[src/rtl/seq_pkg.sv]
// rtl/seq_pkg.sv - shared encodings for the multi-cycle instruction sequencer
package seq_pkg;

  typedef enum logic [2:0] {
    ST_FETCH  = 3'd0,
    ST_DECODE = 3'd1,
    ST_EXEC   = 3'd2,
    ST_MEM    = 3'd3,
    ST_WB     = 3'd4,
    ST_HALT   = 3'd5
  } state_t;

  localparam logic [3:0] OP_ADD  = 4'h0;
  localparam logic [3:0] OP_SUB  = 4'h1;
  localparam logic [3:0] OP_AND  = 4'h2;
  localparam logic [3:0] OP_OR   = 4'h3;
  localparam logic [3:0] OP_ADDI = 4'h4;
  localparam logic [3:0] OP_LW   = 4'h5;
  localparam logic [3:0] OP_SW   = 4'h6;
  localparam logic [3:0] OP_BEQ  = 4'h7;
  localparam logic [3:0] OP_JMP  = 4'h8;
  localparam logic [3:0] OP_HLT  = 4'hF;

  localparam int CP_PC_WE       = 8;
  localparam int CP_IR_WE       = 7;
  localparam int CP_REG_WE      = 6;
  localparam int CP_MEM_RE      = 5;
  localparam int CP_MEM_WE      = 4;
  localparam int CP_ALU_SRC_IMM = 3;
  localparam int CP_WB_SEL_MEM  = 2;
  localparam int CP_PC_SRC_BR   = 1;
  localparam int CP_PC_SRC_JMP  = 0;

  localparam logic [1:0] ALU_ADD = 2'b00;
  localparam logic [1:0] ALU_SUB = 2'b01;
  localparam logic [1:0] ALU_AND = 2'b10;
  localparam logic [1:0] ALU_OR  = 2'b11;

  // 9..E are the unassigned holes in the opcode map
  function automatic logic is_illegal(input logic [3:0] op);
    return (op >= 4'h9) && (op <= 4'hE);
  endfunction

endpackage

[src/rtl/seq_ctrl_decode.sv]
// rtl/seq_ctrl_decode.sv - combinational control word and ALU opcode decode from state and latched op
module seq_ctrl_decode
  import seq_pkg::*;
(
  input  state_t     state,
  input  logic [3:0] op,
  input  logic       alu_zero,
  input  logic       mem_ready,
  output logic [8:0] control_pipe,
  output logic [1:0] alu_opcode
);

  always_comb begin
    control_pipe = '0;
    alu_opcode   = ALU_ADD;
    case (state)
      ST_FETCH: begin
        control_pipe[CP_MEM_RE] = 1'b1;
        if (mem_ready) begin
          control_pipe[CP_IR_WE] = 1'b1;
          control_pipe[CP_PC_WE] = 1'b1;
        end
      end
      ST_EXEC: begin
        case (op)
          OP_ADD, OP_SUB, OP_AND, OP_OR: alu_opcode = op[1:0];
          OP_ADDI, OP_LW, OP_SW:         control_pipe[CP_ALU_SRC_IMM] = 1'b1;
          OP_BEQ: begin
            alu_opcode                 = ALU_SUB;
            control_pipe[CP_PC_WE]     = alu_zero;
            control_pipe[CP_PC_SRC_BR] = alu_zero;
          end
          OP_JMP: begin
            control_pipe[CP_PC_WE]      = 1'b1;
            control_pipe[CP_PC_SRC_JMP] = 1'b1;
          end
          default: ;
        endcase
      end
      ST_MEM: begin
        if (op == OP_LW) control_pipe[CP_MEM_RE] = 1'b1;
        else if (op == OP_SW) control_pipe[CP_MEM_WE] = 1'b1;
      end
      ST_WB: begin
        control_pipe[CP_REG_WE]     = 1'b1;
        control_pipe[CP_WB_SEL_MEM] = (op == OP_LW);
      end
      default: ;
    endcase
  end

endmodule

[src/rtl/multicycle_sequencer.sv]
// rtl/multicycle_sequencer.sv - multi-cycle FETCH/DECODE/EXEC/MEM/WB control FSM with memory timeout
module multicycle_sequencer
  import seq_pkg::*;
#(
  parameter int MEM_TIMEOUT = 16,
  parameter int CNT_W       = 16
) (
  input  logic             clk,
  input  logic             rst_n,
  input  logic [3:0]       opcode,
  input  logic             mem_ready,
  input  logic             alu_zero,
  output logic [8:0]       control_pipe,
  output logic [1:0]       alu_opcode,
  output logic [2:0]       state_o,
  output logic             halted,
  output logic             bus_err,
  output logic             illegal_op,
  output logic [CNT_W-1:0] retired_cnt
);

  localparam int TO_W = (MEM_TIMEOUT > 1) ? $clog2(MEM_TIMEOUT) : 1;
  localparam logic [TO_W-1:0] TO_LAST = TO_W'((MEM_TIMEOUT > 0) ? MEM_TIMEOUT - 1 : 0);

  state_t          state, state_next;
  logic [3:0]      op_q;
  logic [TO_W-1:0] to_cnt;
  logic            mem_wait, timeout, retire;

  assign mem_wait = (state == ST_FETCH) || (state == ST_MEM);
  assign timeout  = (MEM_TIMEOUT > 0) && mem_wait && !mem_ready && (to_cnt == TO_LAST);
  assign state_o  = state;
  assign halted   = (state == ST_HALT);

  always_ff @(posedge clk or negedge rst_n) begin
    if (!rst_n) state <= ST_FETCH;
    else        state <= state_next;
  end

  always_comb begin
    state_next = state;
    retire     = 1'b0;
    illegal_op = 1'b0;
    case (state)
      ST_FETCH: begin
        if (mem_ready)    state_next = ST_DECODE;
        else if (timeout) state_next = ST_HALT;
      end
      ST_DECODE: begin
        if (opcode == OP_HLT) begin
          state_next = ST_HALT;
        end else if (is_illegal(opcode)) begin
          illegal_op = 1'b1;
          retire     = 1'b1;
          state_next = ST_FETCH;
        end else begin
          state_next = ST_EXEC;
        end
      end
      ST_EXEC: begin
        case (op_q)
          OP_BEQ, OP_JMP: begin
            retire     = 1'b1;
            state_next = ST_FETCH;
          end
          OP_LW, OP_SW: state_next = ST_MEM;
          default:      state_next = ST_WB;
        endcase
      end
      ST_MEM: begin
        if (mem_ready) begin
          if (op_q == OP_SW) begin
            retire     = 1'b1;
            state_next = ST_FETCH;
          end else begin
            state_next = ST_WB;
          end
        end else if (timeout) begin
          state_next = ST_HALT;
        end
      end
      ST_WB: begin
        retire     = 1'b1;
        state_next = ST_FETCH;
      end
      ST_HALT: state_next = ST_HALT;
      default: state_next = ST_FETCH;
    endcase
  end

  // Any state change restarts the wait count, so FETCH and MEM each begin at zero
  always_ff @(posedge clk or negedge rst_n) begin
    if (!rst_n) begin
      op_q        <= '0;
      to_cnt      <= '0;
      bus_err     <= 1'b0;
      retired_cnt <= '0;
    end else begin
      if (state == ST_DECODE) op_q <= opcode;
      if (state_next != state)        to_cnt <= '0;
      else if (mem_wait && !mem_ready) to_cnt <= to_cnt + 1'b1;
      if (timeout) bus_err <= 1'b1;
      if (retire)  retired_cnt <= retired_cnt + 1'b1;
    end
  end

  seq_ctrl_decode u_decode (
    .state        (state),
    .op           (op_q),
    .alu_zero     (alu_zero),
    .mem_ready    (mem_ready),
    .control_pipe (control_pipe),
    .alu_opcode   (alu_opcode)
  );

endmodule

[config.mk]
export PLATFORM = sky130hd
export DESIGN_NAME = multicycle_sequencer
export DESIGN_NICKNAME = d
export VERILOG_FILES = /design/src/rtl/seq_pkg.sv /design/src/rtl/seq_ctrl_decode.sv /design/src/rtl/multicycle_sequencer.sv
export SDC_FILE = /design/constraint.sdc
export NUM_CORES = 1
export LEC_CHECK = 0
export ABC_AREA = 1
export CORE_MARGIN = 2
export CORE_UTILIZATION = 45
export CTS_CLUSTER_DIAMETER = 200
export CTS_CLUSTER_SIZE = 40
export DETAILED_ROUTE_END_ITERATION = 10
export PLACE_DENSITY = 0.79
export SYNTH_ARGS = -nofsm -noshare
export SYNTH_HDL_FRONTEND = slang
export SYNTH_SLANG_ARGS = --single-unit
[constraint.sdc]
create_clock -name clk -period 1.4 [get_ports clk]
set_input_delay 0.14 -clock clk [delete_from_list [all_inputs] [get_ports clk]]
set_output_delay 0.14 -clock clk [all_outputs]
set_load 0.01 [all_outputs]
==> results of run 1 <==
[synth_stat cells (all sizes together)]
library cell  instances
a2111oi               1
a31oi                 1
buf                   1
dfrtp                28
ha                    2
inv                  40
mux2                  1
mux2i                 1
nand2                69
nand3                14
nand3b                2
nand4                 3
nor2                 29
nor3                  9
nor4                  3
o21ai                14
o21bai                1
or3                   1
xnor2                 3
xor2                 15
[area by class of cell]
cell class                 count  share of cell area (%)
tap                           50                    1.94
inverter                      40                    5.11
clock buffer                   4                    1.70
timing repair buffer         111                    30.3
multi-input combinational    170                    38.9
sequential                    28                    21.8
timing repair inverter         1                   0.271
[logic make-up (layout without fill, tap and decap cells)]
| logic type | count (synthesis) | in the layout |
|---|---|---|
| simple gates | 130 | 131 |
| buf+inv | 41 | 156 |
| flops | 28 | 28 |
| xor+xnor | 18 | 18 |
| compound gates | 17 | 17 |
| fa+ha+maj | 2 | 2 |
| mux | 2 | 2 |
[how the worst max path moves through the flow]
stage / start / endpoint / slack [ns] / cells past startpoint
after floorplan: state_o[1] / retired_cnt[5] / -0.06 / 9
after detailed placement: opcode[2] / retired_cnt[9] / -0.32 / 10
final: state_o[2] / to_cnt[1] / -0.42 / 11
after CTS: state_o[1] / control_pipe[8] / -0.23 / 7
after global routing: state_o[1] / to_cnt[1] / -0.49 / 11
after global placement: opcode[0] / illegal_op / -0.28 / 6
[state kept, by name (all words and copies together), names as in the netlist]
register,flops
retired_cnt,16
op_q,4
to_cnt,4
state_o,3
bus_err,1
[power breakdown]
group	leakage (nW)	switching, W	internal (W)
combinational	1.24	0.00242	0.00214
clock	0.0288	0.000269	0.000252
sequential	0.355	0.000288	0.00104
[metal layers]
metal | vias to the layer above | GRT usage [%] | share of wire, %
li1 | 983 | - | -
met1 | 1034 | 32.4 | 40
met2 | 100 | 46.6 | 50
met3 | 30 | 3.67 | 6.0
met4 | 0 | 7.14 | 4.1
met5 | - | 0 | 0
[what timing repair did]
item | in CTS | in global routing
buffers inserted | 11 | 12
endpoints found under the setup margin | 50 | 41
gates cloned | 2 | 0
pin swaps | 15 | 19
gates resized for setup | 113 | 46
[metrics by stage]
step           std cells  hold slack (ns)
6_report             404            0.227
4_1_cts              392            0.245
2_1_floorplan        238           -0.156
5_1_grt              404            0.254
3_5_place_dp         375            0.457
3_3_place_gp         375            0.446
==> impl_metrics.ini, run 1 <==
[status]
outcome = finished, violations left
violations = setup timing

[cts]
cts_tree = yes
clockRootBuffer = clkbuf_8
clk_pin_slew_ns = 0.11
h-tree-depth = 1
numCtsBuffers = 3
clock_path_buffers = 2
cts_hold_buf = 0
insertion_delay_ns = 0.28
clkSinkCount = 28

[synthesis]
syn-cell-area_um2 = 1830
synth_area_leader_cell = dfrtp_1
yosysWarnings = 0
synth_xor_area_share_pct = 8.63
synth_area_leaders = dfrtp_1, nand2_1, inv_1
synth_cells = 238
synth-simple-area-share_pct = 34.7
synth.avg_cell_area_um2 = 7.68
synth-seq-cells = 28
syn_nets = 248
synth.distinct_cells = 30
synth_top_area_share_pct = 38.4
ys_seq_area_share_pct = 38.4
synth.mux.area_fraction_pct = 1.16
synth_compound_area_share_pct = 6.51
synth_top_family_by_area = simple AND/OR/NAND/NOR gates
synthAdderAreaFrac_pct = 1.37

[floorplan]
core_area_um2 = 3940
die_w_um = 67.7
io-pin-count = 41
rows = 23
start_util_pct = 46.3
die-area_um2 = 4590
die_height_um = 67.7

[worst_setup_path]
crit_chain = inv_4 > buf_4 > nand3_4 > buf_6 > nor2_4 > nand2_2 > nand3_2 > nand2_1 > nand2_2 > nand3_4 > nor3_2
end_kind = register
crit_buf_inv = 3
slowest_stage = dfrtp_2
reg2reg_from = state_o[2]
r2r_slack_ns = -0.42
r2r_cells = 11
r2r-end = to_cnt[1]
critPathTopFamily = simple AND/OR/NAND/NOR gates
cpPeakStageDelay_ns = 0.45
required_ns = 1.60
start_kind = register
crit_type = register to register
crit_fanout = 4
critPathArrivalTime_ns = 2.02

[cells_and_area]
regArea_um2 = 704
layout_common_cells = buf_4, nand2_1, inv_1
syn_to_final_growth_pct = 76.9
multi_input_area_um2 = 1260
n_fill_cell = 198
antenna_cells = 0
nets = 365
final_area_um2 = 3230
drive_gt1_share_pct = 48.6
utilization_pct = 82.0
final_common_cell = buf_4

[route]
drt_iter0_drc = 178
num_vias = 2147
wl_mm = 6.81
routedWlPerCell_um = 16.9
drc = 0
drt-vias-per-instance = 5.31
firstDrtPassIters = 4
postRouteAntennaNets = 0

[sta]
clock_skew_ns = 0.0124
hold_viol = 0
rsz0062_at_grt = yes
worst_pin_slew_ns = 0.362
max_freq_ghz = 0.551
slew_violations = 0
setup_viol_count_final = 36
setup_tns_ns = -9.63
min_period_ns = 1.82
relSlewSlack_pct = 75.7
min_period_over_period_pct = 130
fin_ws_ns = -0.416

[grt]
grt_pass1_wl_mm = 8.99
antenna_found_initial = 0
grt_usage_pct = 26.0
grt_start_max_net_pins = 29
first_global_vias = 1997
grt-ovfl-total = 0

[place]
place_congestion = 0.868
hpwl_mm = 3.56
post-place-ws_ns = -0.324
dpl_cell_area_um2 = 2690
port_buffers = 40

[power_and_ir_drop]
power_w = 0.00640
p_per_area_nw_per_um2 = 1980
peakVddDrop_mv = 1.31
p_leak_nw = 1.62

[hold_path]
holdCritPathClass = input port to async pin

[job]
maxCapViolCount = 0
Power figures use the tool's default switching activity.
==> inputs of run 2 (changes only) <==
--- a/config.mk
+++ b/config.mk
@@ -6,7 +6,7 @@
 export NUM_CORES = 1
 export LEC_CHECK = 0
 export ABC_AREA = 1
-export CORE_MARGIN = 2
+export CORE_MARGIN = 8
 export CORE_UTILIZATION = 45
 export CTS_CLUSTER_DIAMETER = 200
 export CTS_CLUSTER_SIZE = 40
==> run 2 against run 1 <==
Compared with the run above:
- the flow still finishes with violations (setup timing)
- fmax rose by 1.9%
- non-clock buffer count increased by 2
- first-iteration DRC count fell by 3.4%
- final cell count rose by 0.50%
- global-route usage decreased by 6.3 points
- utilization increased by 0.19 points
- register-to-register slack gained 0.05 ns
- sequential power barely moved
- critical path depth fell by 5
- sequential share of layout area about the same
- via count rose by 4.6%
- count of clock-buffer cells in the layout stayed put
- critical endpoint is now control_pipe[8]
- largest cell class unchanged
==> impl_metrics.ini, run 2 (same netlist as run 1, synthesis figures left out) <==
[status]
outcome = finished, violations left
violations = setup timing

[route]
wl_mm = 7.68
postRouteAntennaNets = 0
route.met2.wl_mm = 3.88
num_vias = 2245
drc = 0
drt-met1-wl_mm = 2.87
firstDrtPassIters = 4
wl_met3_um = 504
routedWlPerCell_um = 18.9
drt-vias-per-instance = 5.53
drt_iter0_drc = 172
highest_layer = met4

[sta]
whs_ns = 0.244
min_period_over_period_pct = 127
setup_viol_count_final = 37
relSlewSlack_pct = 64.3
fin_ws_ns = -0.383
min_period_ns = 1.78
rsz0062_at_grt = yes
clock_skew_ns = 0.00284
worst_pin_slew_ns = 0.530
max_freq_ghz = 0.561
slew_violations = 0
hold_viol = 0

[cells_and_area]
utilization_pct = 82.2
largest_reg_flops = 16
layout_common_cells = buf_4, nand2_1, inv_1
drive_gt1_share_pct = 49.7
reg.largest.list = retired_cnt: 16 flops, op_q: 4 flops, to_cnt: 4 flops
final_common_cell = buf_4
regMostFlops = retired_cnt
syn_to_final_growth_pct = 77.3
nets = 367
antenna_cells = 0

[grt]
first_global_vias = 2109
grt_usage_pct = 19.8
grt_pass1_wl_mm = 10.1
grt_start_max_net_pins = 29
antenna_found_initial = 0
grt-ovfl-total = 0

[worst_setup_path]
start_kind = register
crit_type = register to output pin
required_ns = 1.26
critPathArrivalTime_ns = 1.64
r2r_slack_ns = -0.37
crit_fanout = 3
end_kind = output pin

[hold_path]
holdCritPathClass = input port to async pin

[floorplan]
start_util_pct = 46.3
die-area_um2 = 6350
core_area_um2 = 3940
die_w_um = 79.7
rows = 23
die_height_um = 79.7
io-pin-count = 41

[cts]
clockRootBuffer = clkbuf_8
cts_tree = yes
h-tree-depth = 1
clk_pin_slew_ns = 0.11
clkSinkCount = 28
insertion_delay_ns = 0.29
numCtsBuffers = 3
clock_path_buffers = 2
cts_hold_buf = 0

[place]
post-place-ws_ns = -0.344
place_congestion = 0.843
hpwl_mm = 3.91
port_buffers = 40

[power_and_ir_drop]
p_leak_nw = 1.71
peakVddDrop_mv = 1.21
p_per_area_nw_per_um2 = 1960

[job]
maxCapViolCount = 0
## run 2: critical path: stages (launching register included)
cell     delay (ns)
dfrtp_1        0.43
inv_2          0.08
buf_4          0.15
nand4_1        0.13
nor2_2         0.06
or3_1          0.35
buf_2          0.15
## run 2: cell type report
class / instances / area (um^2)
multi-input combinational: 170 / 1250
timing repair buffer: 113 / 1000
sequential: 28 / 706
fill: 220 / 703
inverter: 40 / 160
tap: 50 / 62.6
clock buffer: 4 / 55.1
timing repair inverter: 1 / 6.26
## run 2: path summary, 6_finish.rpt
path | depth (start not counted) | to | start
setup / recovery | 6 | control_pipe[8] | op_q[0]
hold / removal | 2 | op_q[1] | rst_n
setup reg to reg | 11 | to_cnt[2] | op_q[0]
hold reg to reg | 2 | bus_err | bus_err
max in group asynchronous | 2 | state_o[1] | rst_n
min in group clk | 3 | op_q[2] | opcode[2]
## run 2: power breakdown
group          total [W]  internal [W]  switching [W]
Combinational    0.00450       0.00206        0.00243
Sequential       0.00130       0.00104       0.000261
Clock           0.000545      0.000253       0.000292
## run 2: repair_timing
action                     CTS  global route
resized for setup          118            49
setup endpoints to repair   49            46
gates cloned                 2             0
pin swaps                   21            15
setup buffers               19            11
## run 2: through the flow
| step | total power, W | TNS [ns] | instance area [um^2] | std cells |
|---|---|---|---|---|
| after floorplan | 0.00284 | -0.437 | 1880 | 238 |
| after global placement | 0.00431 | -7.62 | 2690 | 375 |
| after detailed placement | 0.00439 | -8.74 | 2690 | 375 |
| after CTS | 0.00549 | -4.94 | 3000 | 397 |
| after global routing | 0.00663 | -10.43 | 3240 | 406 |
| final | 0.00635 | -8.95 | 3240 | 406 |
## run 2: layer usage
layer | track usage, % | up-vias
met2 | 33.7 | 126
met4 | 7.41 | 0
met1 | 24.4 | 1093
met3 | 2.93 | 41
met5 | 0 | -
li1 | - | 985
==> inputs of run 3 (changes only) <==
--- a/config.mk
+++ b/config.mk
@@ -12,6 +12,8 @@
 export CTS_CLUSTER_SIZE = 40
 export DETAILED_ROUTE_END_ITERATION = 10
 export PLACE_DENSITY = 0.79
+export SETUP_SLACK_MARGIN = 0.5
 export SYNTH_ARGS = -nofsm -noshare
 export SYNTH_HDL_FRONTEND = slang
 export SYNTH_SLANG_ARGS = --single-unit
+export TNS_END_PERCENT = 50
==> run 3 against run 2 <==
Compared with the run above:
- the run still ends with setup timing left
- first-iteration DRC count stayed put
- via count shrank 7.8%
- cell area shrank 3.5%
- clock skew increased by 0.0055 ns
- clock power grew 21%
- fmax rose by 1.9%
- sequential cell count unchanged
- sequential power barely moved
- routed wire length down 14%
- non-clock buffer count fell by 11
- final cell count fell by 2.7%
- critical path type unchanged
- critical endpoint unchanged
==> impl_metrics.ini, run 3 (same netlist as run 1, synthesis figures left out) <==
[sta]
max_freq_ghz = 0.571
setup_viol_count_final = 36
whs_ns = 0.222
relSlewSlack_pct = 76.3
rsz0062_at_grt = yes
slew_violations = 0
clock_skew_ns = 0.00829
hold_viol = 0
min_period_over_period_pct = 125
worst_pin_slew_ns = 0.356
min_period_ns = 1.75
fin_ws_ns = -0.350

[cts]
cts_hold_buf = 0
numCtsBuffers = 3
h-tree-depth = 1
clock_path_buffers = 2
cts_tree = yes
insertion_delay_ns = 0.28
clkSinkCount = 28
clk_pin_slew_ns = 0.11
clockRootBuffer = clkbuf_8

[status]
violations = setup timing
outcome = finished, violations left

[worst_setup_path]
critPathTopFamily = simple AND/OR/NAND/NOR gates
crit_fanout = 4
crit_chain = buf_6 > nand2_4 > nor2_4 > buf_6 > nand2_4 > nor2_2 > or3_1 > buf_2
required_ns = 1.26
crit_type = register to output pin
critPathArrivalTime_ns = 1.61
cpPeakStageDelay_ns = 0.44
slowest_stage = dfrtp_2
end_kind = output pin
start_kind = register
crit_buf_inv = 3

[place]
place_inst = 368
post-place-ws_ns = -0.385
port_buffers = 40
place_congestion = 0.847
hpwl_mm = 3.79

[cells_and_area]
nets = 356
fin_cells = 395
syn_to_final_growth_pct = 71.1
antenna_cells = 0
largest_reg_flops = 16
drive_gt1_share_pct = 55.1
final_common_cell = buf_4
layout_common_cells = buf_4, nand2_1, inv_1
reg.largest.list = retired_cnt: 16 flops, op_q: 4 flops, to_cnt: 4 flops
n_fill_cell = 239
regMostFlops = retired_cnt

[floorplan]
rows = 23
die_height_um = 79.7
die_w_um = 79.7
io-pin-count = 41
core_area_um2 = 3940
die-area_um2 = 6350
start_util_pct = 46.3

[route]
postRouteAntennaNets = 0
firstDrtPassIters = 4
num_vias = 2071
routedWlPerCell_um = 16.8
wl_mm = 6.65
drt_iter0_drc = 172
drc = 0
drt-vias-per-instance = 5.24

[grt]
first_global_vias = 1999
antenna_found_initial = 0
grt_start_max_net_pins = 29
grt_pass1_wl_mm = 9.03
grt-ovfl-total = 0
grt_usage_pct = 17.4

[power_and_ir_drop]
p_switching_w = 0.00290
pwr-share-comb_pct = 68.9
clockPowerShare_pct = 10.5
power_w = 0.00629
p_leak_nw = 1.59
swShare_pct = 46.2
p_per_area_nw_per_um2 = 2010
peakVddDrop_mv = 1.25
intPower_w = 0.00338
pwr-share-seq_pct = 20.7

[hold_path]
holdCritPathClass = input port to async pin

[job]
maxCapViolCount = 0
==> run 3: cell count changes in the layout (fill, tap and decap cells not counted), moves of 2 or more <==
| cell | change |
|---|---|
| buf_2 | +12 |
| buf_4 | -9 |
| clkdlybuf4s50_1 | -3 |
| dlygate4sd2_1 | -4 |
| dlymetal6s2s_1 | -7 |
| nand2_1 | -3 |
| nand2_4 | +5 |
| nor2_2 | +5 |
| nor2_4 | -4 |
| o21ai_1 | -2 |
| o21ai_2 | +2 |
==> run 3: routing by layer <==
layer  routed length (um)  up-vias  track usage, %
li1                     -      968               -
met1                 2610      993            21.4
met2                 3470       92            30.5
met3                  368       18            1.35
met4                  196        0            6.85
met5                    0        -               0
==> run 3: worst paths after layout <==
path                                 start         endpoint  slack [ns]  cells past startpoint
worst min register to register     bus_err          bus_err        0.50                      2
max in group asynchronous            rst_n       state_o[0]        0.89                      2
worst max register to register  state_o[1]        to_cnt[1]       -0.33                     11
min in group clk                 opcode[0]          op_q[0]        0.48                      3
worst max-delay path            state_o[1]  control_pipe[8]       -0.35                      8
worst min-delay path                 rst_n   retired_cnt[3]        0.22                      2
==> run 3: worst register-to-register path: cells and delay by family, from the launching register on <==
family        cells  cell delay, ns
buf+inv           3            0.36
simple gates      8            0.87
flops             1            0.44
==> run 3: area by class of cell <==
type / instances / area, um^2 / area share (%)
Multi-Input combinational cell: 170 / 1280 / 41.0
Timing Repair Buffer: 102 / 841 / 26.9
Sequential cell: 28 / 707 / 22.6
Inverter: 40 / 158 / 5.04
Tap cell: 50 / 62.6 / 2.00
Clock buffer: 3 / 41.3 / 1.32
Clock inverter: 1 / 30.0 / 0.961
Timing Repair inverter: 1 / 6.26 / 0.200
==> run 3: power groups by stage <==
stage               logic, W  clock network [W]  registers [W]
global route         0.00460           0.000699        0.00132
CTS                  0.00342           0.000659        0.00128
detailed placement   0.00294                  0        0.00128
global placement     0.00287                  0        0.00128
finish               0.00433           0.000657        0.00130
floorplan            0.00146                  0        0.00138
==> run 3: per-stage QoR <==
stage	utilization (%)	cell area, um^2	TNS (ns)
floorplan	-	1890	-0.420
global placement	67.0	2640	-7.86
detailed placement	67.0	2640	-9.42
CTS	72.1	2840	-4.07
global route	79.3	3130	-9.47
finish	79.3	3130	-7.34
==> run 3: repair_timing <==
action,in CTS,in global routing
setup buffers,7,14
cloned,2,0
resized for setup,158,63
endpoints found under the setup margin,61,61
pin swaps,16,17
endpoints found under the hold margin,0,0
==> patch 1, RTL diff (config.mk and constraints of run 1) <==
Make the reset (`rst_n`) synchronous in 2 clocked blocks.
--- a/src/rtl/multicycle_sequencer.sv
+++ b/src/rtl/multicycle_sequencer.sv
@@ -32,7 +32,7 @@
   assign state_o  = state;
   assign halted   = (state == ST_HALT);
 
-  always_ff @(posedge clk or negedge rst_n) begin
+  always_ff @(posedge clk) begin
     if (!rst_n) state <= ST_FETCH;
     else        state <= state_next;
   end
@@ -89,7 +89,7 @@
   end
 
   // Any state change restarts the wait count, so FETCH and MEM each begin at zero
-  always_ff @(posedge clk or negedge rst_n) begin
+  always_ff @(posedge clk) begin
     if (!rst_n) begin
       op_q        <= '0;
       to_cnt      <= '0;
Check against the original RTL: differs if rst_n is asserted again (counterexample within 4 cycles, from zero or initial values and one cycle with rst_n low); with rst_n held inactive, the same outputs for 10 cycles.
==> patch 1 against run 1 <==
The run still ends with setup timing left. Worst setup slack better by 0.16 ns. Wire length is 0.10% higher. Count of clock-buffer cells in the layout fell by 1. Sequential cell count unchanged. Design area decreased by 1.5%. Non-clock buffer count decreased by 10. Critical path depth did not move. Global-route usage up 0.90 points. Synthesized area shrank 3.6%. Via count up 7.5%. Critical path type is now primary input to flop. Critical endpoint is now to_cnt[2].
Power is not compared: it rests on default switching activity, and its combinational part moved more than twofold at a synthesized area within 25%.
==> patch 1: results (changes against run 1) <==
Timing
  – Slew headroom: 84.70% (+9.0 points)
  – Final Skew: 0.009879 ns (-0.002474 ns)
  – Setup violators final: 31 (-14%)
  – Final Worst Setup Slack: -0.2534 ns (+0.1630 ns)

Detailed routing
  – Initial DRC count: 186 (+4.5%)
  – DR WL/cell: 16.24 um (-3.7%)
  – Routed vias/inst: 5.498 (+3.4%)
  – Pre-antenna DRT Iters: 4 (unchanged)

GRT
  – Initial antenna violation count: 0 (unchanged)
  – Total GRT Usage: 26.92% (+0.90 points)
  – First-pass GRT wire length: 9301 um (+3.5%)
  – Vias in the first global route: 2190 (+9.7%)
  – Largest net degree at the start of global routing: 17 (-41%)

Finish
  – Fillers: 201 (+1.5%)
  – Fraction of layout cells with a size suffix above 1: 54.84% (+6.3 points)
  – Largest registers: retired_cnt: 16 flops, op_q: 4 flops, to_cnt: 4 flops
  – Fin nets: 383 (+4.9%)

Synth
  – Largest cells by area after synthesis: dfxtp_1 (32%), nand2_1 (14%), nor2_1 (7.5%)
  – Async S/R FF share, synth: 0% (-100 points)
  – Post-synth top cells: nand2_1 (67), nor2_1 (35), inv_1 (34), dfxtp_1 (28), nand3_1 (19)
  – Yosys cell types: 31 (+3.3%)
  – Post-Syn Nets: 280 (+13%)
  – Sequential-to-total area share from yosys stat: 31.82% (-6.5 points)

Clock tree
  – H-tree depth: 1 (unchanged)
  – Worst-path clk slew: 0.10 ns

Placement
  – DP HPWL: 3817 um (+7.2%)
  – Final GP Congestion: 0.9306 (+7.2%)
  – Dpl ws: -0.3850 ns (-0.06136 ns)
  – I/O Buffers: 40 (unchanged)

Worst setup path
  – R2R Path Start: op_q[3]
  – Critical path arrival: 1.85 ns (-0.17 ns)
  – Critical path startpoint: opcode[0]
  – Crit-path max FO: 4 (unchanged)

Power
  – Leak: 1.377 nW

Run status
  – Failing checks: setup timing
  – Run status: finished, violations left

Worst hold path
  – Worst hold path type: flop to flop
  – Hold_sp: bus_err
-- patch 1: cell families (layout without fill, tap and decap cells) --
| kind of cell | count (synthesis) | after routing | share of synthesized area (%) |
|---|---|---|---|
| compound gates | 34 | 34 | 11.65 |
| xor+xnor | 11 | 11 | 5.469 |
| fa+ha+maj | 2 | 2 | 1.420 |
| buf+inv | 42 | 143 | 10.30 |
| flops | 28 | 28 | 31.82 |
| mux | 1 | 1 | 0.6392 |
| simple gates | 152 | 153 | 38.71 |
-- patch 1: layout make-up --
type                    instances  area [um^2]  share of cell area (%)
flip-flops and latches         28        595.6                   18.71
repair buffers                101        868.3                   27.28
clock inverters                 1        30.03                  0.9434
inverters                      38        152.6                   4.796
multi-input cells             201         1435                   45.09
clock buffers                   3        41.29                   1.297
well taps                      48        60.06                   1.887
-- patch 1: path summary, 6_finish.rpt --
kind / to / slack, ns / cells after the start
min reg2reg: bus_err / 0.48 / 2
max: to_cnt[2] / -0.25 / 11
max reg2reg: to_cnt[2] / -0.25 / 12
min: bus_err / 0.48 / 2
-- patch 1: stage by stage --
stage	hold WS [ns]	setup TNS (ns)	util [%]	std cells	cell area, um^2
6_report	0.4778	-2.769	85.66	420	3183
5_1_grt	0.4950	-5.481	85.66	420	3183
4_1_cts	0.4624	-1.744	75.76	416	2815
3_5_place_dp	0.4475	-8.644	68.96	401	2562
3_3_place_gp	0.4408	-7.271	68.96	401	2562
2_1_floorplan	0.2827	-0.002620	-	270	1788
-- patch 1: timing repair --
action                     4_1_cts  5_1_grt
setup endpoints to repair       45       48
resized for setup              115      101
pin swaps                       21       25
hold buffers                     0        0
cloned                           1        0
buffers inserted                10        6
-- patch 1: layer usage --
metal	wire [um]	GRT usage (%)	part of all wire, %
met5	0	0	0
met4	227	8.163	3.3
met3	294	2.872	4.3
met2	3652	53.50	54
met1	2644	29.27	39
-- patch 1: critical path, stage by stage --
cell and delay (ns):
clkdlybuf4s50_1 0.47, nor2_1 0.15, nand2_1 0.07, nand2_1 0.13
buf_4 0.13, nand2_2 0.06, nand4_1 0.11, nand2_1 0.08
nor2_2 0.15, nand3_4 0.12, nor3_1 0.23
-- patch 1: power by group --
part	internal, mW	leakage (nW)	switching (mW)
sequential	0.842	0.237	0.0490
clock	0.383	0.0357	0.264
combinational	0.510	1.10	0.643
total	1.74	1.38	0.956
==> patch 2, RTL diff (config.mk and constraints of run 1) <==
Without the edit above. Set the parameter `MEM_TIMEOUT` to 32 (it was 16).
--- a/src/rtl/multicycle_sequencer.sv
+++ b/src/rtl/multicycle_sequencer.sv
@@ -2,7 +2,7 @@
 module multicycle_sequencer
   import seq_pkg::*;
 #(
-  parameter int MEM_TIMEOUT = 16,
+  parameter int MEM_TIMEOUT = 32,
   parameter int CNT_W       = 16
 ) (
   input  logic             clk,
Formal check against the unedited RTL: no difference found for any inputs over 10 cycles, from zero or initial values and one cycle with rst_n low; that may be too few to reach the edited logic, so the function may still have changed.
==> patch 2 against run 1 <==
Synthesized area up 4.9%. Total power up 8.3%. Via count up 5.6%. Highest routed layer unchanged. Utilization up 0.45 points. Non-clock buffer count unchanged. Clock power up 34%. Fmax down 1.7%. The run still ends with setup timing left. Wire length up 4.3%. Design area up 3.5%. Worst setup slack worse by 0.031 ns. Sequential cell count up 1. Largest cell class unchanged. Count of clock-buffer cells in the layout up 1. Synthesized cell count up 4.6%.
==> patch 2: results (changes against run 1) <==
Run status
  – Run status: finished, violations left
  – Failing checks: setup timing

GRT
  – First-pass GRT wire length: 9694 um (+7.8%)
  – GRT met3 Usage: 5.378% (+1.7 points)
  – Total GRT Usage: 25.61% (-0.41 points)
  – Routing usage on met1: 28.23% (-4.2 points)
  – Largest net degree at the start of global routing: 30 (+3.4%)
  – Fraction of met2 tracks used by global routing: 46.58% (about the same)
  – Vias in the first global route: 2131 (+6.7%)

Synth
  – Post-synth top cells: nand2_1 (70), inv_1 (38), dfrtp_1 (29), nor2_1 (20), xor2_1 (14)
  – Post-Syn Nets: 260 (+4.8%)
  – Yosys Warn Count: 0 (unchanged)
  – Largest cells by area after synthesis: dfrtp_1 (38%), nand2_1 (14%), inv_1 (7.4%)
  – Async S/R FF share, synth: 100.0% (unchanged)
  – Synth Instances: 249 (+4.6%)
  – Yosys cell types: 34 (+13%)
  – Sequential-to-total area share from yosys stat: 37.86% (-0.50 points)

Detailed routing
  – Routed vias/inst: 5.439 (+2.3%)
  – Post-Route WL: 7106 um (+4.3%)
  – Total number of vias: 2268 (+5.6%)
  – Met1 wire length: 2706 um (-0.95%)
  – DR WL met3: 435 um (+6.9%)
  – Met2 Wirelength: 3667 um (+8.0%)
  – Initial DRC count: 207 (+16%)
  – Pre-antenna DRT Iters: 5 (+1)

Timing
  – Final Worst Setup Slack: -0.4475 ns (-0.03113 ns)
  – Final Skew: 0.004333 ns (-0.008020 ns)
  – Setup violators final: 38 (+5.6%)
  – Worst Tran Pin Value: 0.3800 ns (+0.01806 ns)
  – Setup_tns: -10.05 ns (-0.4117 ns)

Finish
  – Antenna diodes: 0 (unchanged)
  – Fraction of layout cells with a size suffix above 1: 47.96% (-0.63 points)
  – Largest registers: retired_cnt: 16 flops, to_cnt: 5 flops, op_q: 4 flops
  – Fin nets: 377 (+3.3%)

Clock tree
  – H-tree depth: 2 (+1)
  – Resize count post-CTS: 112 (-0.88%)
  – Worst-path clk slew: 0.07 ns (-0.04 ns)
  – Num CTS Buffers: 5 (+2)
  – Setup repair bufs after CTS: 24 (+13)

Power
  – Combinational share of power: 69.7% (-1.4 points)
  – PD cells: 2073 nW/um^2 (+4.6%)
  – Clock share of power: 10.1% (+2.0 points)
  – VDD IR-drop max: 1546 uV (+18%)
  – Leak: 1.747 nW (+7.8%)
  – Net Sw Frac: 46.79% (+0.38 points)

Worst setup path
  – Crit-path max FO: 5 (+1)
  – Critical Path Slowest Stage Cell: dfrtp_1
  – Critical path arrival: 2.05 ns (+0.03 ns)
  – Worst path max stage delay: 0.41 ns (-0.04 ns)

Placement
  – Final GP Congestion: 0.9180 (+5.8%)
  – Placed cell area: 2756 um^2 (+2.4%)
  – Dpl ws: -0.4389 ns (-0.1153 ns)
  – DP HPWL: 3574 um (+0.42%)

Worst hold path
  – Worst hold path type: primary input to async pin
## patch 2: kinds of logic after synthesis
kind of cell             after synthesis  synth area share [%]
buffers and inverters                 41                 9.269
multiplexers                           2                 1.175
AND/OR/NAND/NOR                      138                 34.66
flip-flops                            29                 37.86
XOR/XNOR                              18                 9.009
AO/OA/AOI/OAI                         18                 6.071
adder cells (fa/ha/maj)                3                 1.958
## patch 2: cell type report
type | count | area, um^2
well taps | 50 | 62.56
multi-input cells | 181 | 1339
repair buffers | 111 | 969.7
clock buffers | 5 | 68.82
clock inverters | 3 | 17.52
fillers | 222 | 713.2
flip-flops and latches | 29 | 734.5
inverters | 38 | 152.6
## patch 2: path summary, 6_finish.rpt
kind,cells after the start,from,end,slack (ns)
setup / recovery,12,op_q[2],to_cnt[2],-0.45
setup reg to reg,12,op_q[2],to_cnt[2],-0.45
max in group asynchronous,2,rst_n,op_q[0],0.86
min in group clk,2,bus_err,bus_err,0.50
hold / removal,2,rst_n,retired_cnt[10],0.24
hold reg to reg,2,bus_err,bus_err,0.50
